## src/rtl/mux16_arb_pkg.sv

```systemverilog
// Shared types and sizes for the 16-lane round-robin mux arbiter.
// No logic or latency of its own; holds the FSM encoding and lane helpers.
// No backpressure here; the arbiter handles flow through req/done.
package mux16_arb_pkg;

    localparam int N_LANES = 16;
    localparam int SEL_W   = 4;

    typedef enum logic [1:0] {
        IDLE  = 2'd0,
        GRANT = 2'd1,
        GAP   = 2'd2
    } arb_state_t;

    function automatic logic [N_LANES-1:0] lane_onehot(input logic [SEL_W-1:0] idx);
        return N_LANES'(1) << idx;
    endfunction

endpackage

```

## src/rtl/rr_pick16.sv

```systemverilog
// Wrap-around priority search: first set req bit at or above ptr, 15 wraps to 0.
// Purely combinational, zero latency.
// No backpressure; any=0 when no lane requests.
module rr_pick16
    import mux16_arb_pkg::*;
(
    input  logic [N_LANES-1:0] req,
    input  logic [SEL_W-1:0]   ptr,
    output logic [SEL_W-1:0]   idx,
    output logic               any
);

    logic [N_LANES-1:0] w_rot;
    logic [SEL_W-1:0]   w_off;

    // Rotate so that lane ptr lands on bit 0; the lowest set bit is then the winner.
    assign w_rot = (req >> ptr) | (req << (5'd16 - {1'b0, ptr}));

    always_comb begin
        w_off = '0;
        for (int k = N_LANES - 1; k >= 0; k--) begin
            if (w_rot[k]) begin
                w_off = SEL_W'(k);
            end
        end
    end

    assign idx = ptr + w_off;
    assign any = |req;

endmodule

```

## src/rtl/mux16_rr_arbiter.sv

```systemverilog
// Round-robin owner arbiter for a 16:1 data mux with a one-cycle break-before-make gap.
// Latency: grant one edge after request; owner-to-owner turnaround two edges.
// Backpressure: owner holds until done, its req drops, or HOLD_MAX forces release.
module mux16_rr_arbiter
    import mux16_arb_pkg::*;
#(
    parameter int unsigned HOLD_MAX   = 16,
    parameter int unsigned TIMEOUT_EN = 1
) (
    input  logic               clk,
    input  logic               rst_n,
    input  logic [N_LANES-1:0] req,
    input  logic               done,
    output logic [SEL_W-1:0]   sel,
    output logic [N_LANES-1:0] gnt,
    output logic               gnt_valid,
    output logic               timeout
);

    arb_state_t         r_state, w_state_nx;
    logic [SEL_W-1:0]   r_ptr, w_ptr_nx;
    logic [7:0]         r_cnt, w_cnt_nx;
    logic [SEL_W-1:0]   r_sel, w_sel_nx;
    logic [N_LANES-1:0] r_gnt, w_gnt_nx;
    logic               r_timeout, w_timeout_nx;

    logic [SEL_W-1:0]   w_idx;
    logic               w_any;
    logic               w_rel;
    logic               w_hold_exp;

    rr_pick16 u_pick (
        .req (req),
        .ptr (r_ptr),
        .idx (w_idx),
        .any (w_any)
    );

    assign w_rel      = done | ~req[r_sel];
    assign w_hold_exp = (TIMEOUT_EN != 0) && (r_cnt == 8'(HOLD_MAX - 1));

    always_comb begin
        w_state_nx   = r_state;
        w_ptr_nx     = r_ptr;
        w_cnt_nx     = r_cnt;
        w_sel_nx     = r_sel;
        w_gnt_nx     = r_gnt;
        w_timeout_nx = 1'b0;
        case (r_state)
            GRANT: begin
                if (w_rel || w_hold_exp) begin
                    w_state_nx   = GAP;
                    w_ptr_nx     = r_sel + 4'd1;
                    w_gnt_nx     = '0;
                    // A voluntary release in the same cycle wins over the forced one.
                    w_timeout_nx = w_hold_exp & ~w_rel;
                end else begin
                    w_cnt_nx = r_cnt + 8'd1;
                end
            end
            default: begin
                if (w_any) begin
                    w_state_nx = GRANT;
                    w_sel_nx   = w_idx;
                    w_gnt_nx   = lane_onehot(w_idx);
                    w_cnt_nx   = '0;
                end else begin
                    w_state_nx = IDLE;
                    w_gnt_nx   = '0;
                end
            end
        endcase
    end

    always_ff @(posedge clk or negedge rst_n) begin
        if (!rst_n) begin
            r_state   <= IDLE;
            r_ptr     <= '0;
            r_cnt     <= '0;
            r_sel     <= '0;
            r_gnt     <= '0;
            r_timeout <= 1'b0;
        end else begin
            r_state   <= w_state_nx;
            r_ptr     <= w_ptr_nx;
            r_cnt     <= w_cnt_nx;
            r_sel     <= w_sel_nx;
            r_gnt     <= w_gnt_nx;
            r_timeout <= w_timeout_nx;
        end
    end

    assign sel       = r_sel;
    assign gnt       = r_gnt;
    assign gnt_valid = |r_gnt;
    assign timeout   = r_timeout;

endmodule

```

## config.mk

```make
export PLATFORM = sky130hd
export DESIGN_NAME = mux16_rr_arbiter
export DESIGN_NICKNAME = d
export VERILOG_FILES = /design/src/rtl/mux16_arb_pkg.sv /design/src/rtl/rr_pick16.sv /design/src/rtl/mux16_rr_arbiter.sv
export SDC_FILE = /design/constraint.sdc
export NUM_CORES = 1
export LEC_CHECK = 0
export ABC_AREA = 1
export ABC_CLOCK_PERIOD_IN_PS = 4850
export CORE_ASPECT_RATIO = 0.7
export CORE_MARGIN = 3
export CORE_UTILIZATION = 44
export DETAILED_ROUTE_END_ITERATION = 8
export PLACE_DENSITY = 0.65
export SLEW_MARGIN = 25
export SYNTH_ARGS = -nofsm -noshare
export SYNTH_HDL_FRONTEND = slang
export SYNTH_SLANG_ARGS = --single-unit
```

## constraint.sdc

```tcl
create_clock -name clk -period 4.85 [get_ports clk]
set_input_delay 0.97 -clock clk [delete_from_list [all_inputs] [get_ports clk]]
set_output_delay 0.97 -clock clk [all_outputs]
set_load 0.03 [all_outputs]
```

==> flow_summary.yaml <==
layout:
  layout.nets: 605
  final_common_cell: "nand2_1"
  drive_gt1_share_pct: 8.62
  multi_input_area_um2: 2160
  layout_common_cells: "nand2_1 (168), nand3_1 (73), nor2_1 (48)"
  final_util_pct: 55.0
  ff_latch_area_um2: 876
  fillers: 731
  syn_to_final_growth_pct: 16.1
  stdcell_area_um2: 3890
  diodes: 0
placed_design:
  place_ws_ns: 0.252
  placed_cell_area_um2: 3800
  routabilityCongestion: 0.974
  hpwlAfterDp_um: 8220
  portBuffers: 40
clocking:
  clk_path_buf_depth: 2
  ctsRootBufferMaster: "clkbuf_8"
  clk_latency_ns: 0.29
  cts_setup_buffers: 0
  ctsHoldBuffers: 0
  clkTransAtPathRegs_ns: 0.07
  h-tree-depth: 2
  cts_buffers: 5
  cts_tree: "built"
  numClockSinks: 35
die:
  io_pins: 41
  core_area_um2: 7070
  die_w_um: 110
  die-area_um2: 8710
  start_util_pct: 47.4
  rows: 25
  chipHeight_um: 79.0
synthesis:
  synth_flop_cell: "dfrtp_1"
  ys_seq_area_share_pct: 26.2
  post-synth-top-area-fraction_pct: 26.2
  synth_top_area_cell: "dfrtp_1"
  async_flop_share_pct: 100
  yosys-top-cells-area: "dfrtp_1 (26%), nand2_1 (19%), nand3_1 (11%)"
  synth_seq_cells: 35
  netlist_area_um2: 3350
  synth_edf_count: 0
  synth.net_count: 568
  synth_warnings: 0
  synth_cell_types: 42
  syn_inst: 542
  synth.avg_cell_area_um2: 6.18
critical_path:
  crit_path_start_kind: "primary input"
  cp.arrival_ns: 4.53
  path_class: "in2reg"
  cp_max_fo: 4
  max_stage_delay_ns: 0.53
  cp_slowest_cell: "clkdlybuf4s50_1"
  crit_path_end_kind: "flip-flop"
  required_ns: 5.06
  worst_path_most_repeated_cell: "nand2_1"
outcome:
  outcome: "completed"
drt:
  drt_iter0_drc: 448
  drc: 0
  dr.pass1.iters: 5
  drtAntennaViolNets: 0
  wl_per_cell_um: 15.5
  routed_wl_um: 10400
  routed_via_density: 5.62
  vias: 3786
sta:
  clock_skew_ns: 0.00423
  fin_tns_setup_ns: 0
  setup_violations: 0
  period_minus_slack_ns: 4.32
  fmax_ghz: 0.232
  finalHoldViolCount: 0
  worst_pin_slew_ns: 0.528
  fin_ws_ns: 0.532
  slew_headroom_pct: 64.6
  rsz0062_at_grt: "no"
  drv_slew: 0
  fin_crit_sh_pct: 89.0
global_route:
  antenna_found_initial: 0
  track_usage_pct: 25.3
  grt_pass1_vias: 3293
  grt_max_degree: 36
  grt_pass1_wl_um: 17100
  overflow: 0
flow_run:
  maxCapViolCount: 0
hold_path:
  hold_path.class: "reg2reg"
[metal layers]
metal	track usage (%)	vias to the layer above	wire [um]
met4	3.81	0	89
li1	-	1873	-
met1	42.7	1689	5140
met3	7.15	9	1340
met2	31.1	215	3870
met5	0	-	0
[critical path: cells and delay by family]
family / cells / cell delay (ns)
adders and majority gates: 2 / 0.70
and+or+nand+nor: 16 / 1.11
buffers and inverters: 6 / 1.01
AOI/OAI and AO/OA: 5 / 0.72
[cell usage after synthesis (2+ instances only)]
library cell    n
nand2_1       168
nand3_1        73
nor2_1         49
inv_1          37
o21ai_0        37
dfrtp_1        35
a21oi_1        24
nand2_2        12
buf_2          10
o21ai_1         9
nor3_1          8
nor4_1          8
and2_1          6
buf_6           6
ha_1            6
inv_2           6
o21ai_2         6
xor2_1          4
a211oi_1        3
clkbuf_1        3
nand4_1         3
nor2_2          3
o211ai_1        3
a31oi_1         2
clkinv_1        2
o22ai_1         2
xnor2_1         2
[stage by stage]
step | std cells | hold slack, ns
2_1_floorplan | 542 | 0.486
3_3_place_gp | 666 | 0.494
3_5_place_dp | 666 | 0.493
4_1_cts | 674 | 0.512
5_1_grt | 674 | 0.541
6_report | 674 | 0.511
[area by class of cell]
type / count / area share (%)
Inverter: 46 / 4.50
Multi-Input combinational cell: 441 / 55.6
Timing Repair Buffer: 50 / 12.2
Clock inverter: 1 / 0.129
Tap cell: 94 / 3.02
Clock buffer: 7 / 1.96
Sequential cell: 35 / 22.5
[repair_timing]
action                                  in CTS  in global routing
hold endpoints to repair                     0                  0
endpoints found under the setup margin       0                  1
gates resized for setup                      0                  1
[path summary, 6_finish.rpt]
kind                            startpoint        to  slack (ns)  cells past startpoint
worst max-delay path               req[15]    gnt[8]        0.53                     29
worst min-delay path               gnt[15]   gnt[15]        0.51                      2
worst max register to register    r_ptr[0]    gnt[8]        0.80                     29
worst min register to register     gnt[15]   gnt[15]        0.51                      2
max in group asynchronous            rst_n  r_cnt[5]        3.43                      2
min in group asynchronous            rst_n    gnt[3]        1.10                      2
[registers in the layout (all words and copies together) (netlist names)]
name	count
gnt	16
timeout	1
sel	4
r_ptr	4
r_state	2
r_cnt	8
[kinds of logic (layout without fill, tap and decap cells)]
family,count (synthesis),after routing,share of synthesized area [%]
simple gates,335,335,44.2
buf+inv,66,104,9.30
xor+xnor,6,6,1.57
flops,35,35,26.2
compound gates,92,92,15.6
fa+ha+maj,7,7,2.84
mux,1,1,0.299
Power is not shown: default switching activity piles up to over one toggle a cycle in this logic, so the estimate is an artifact.
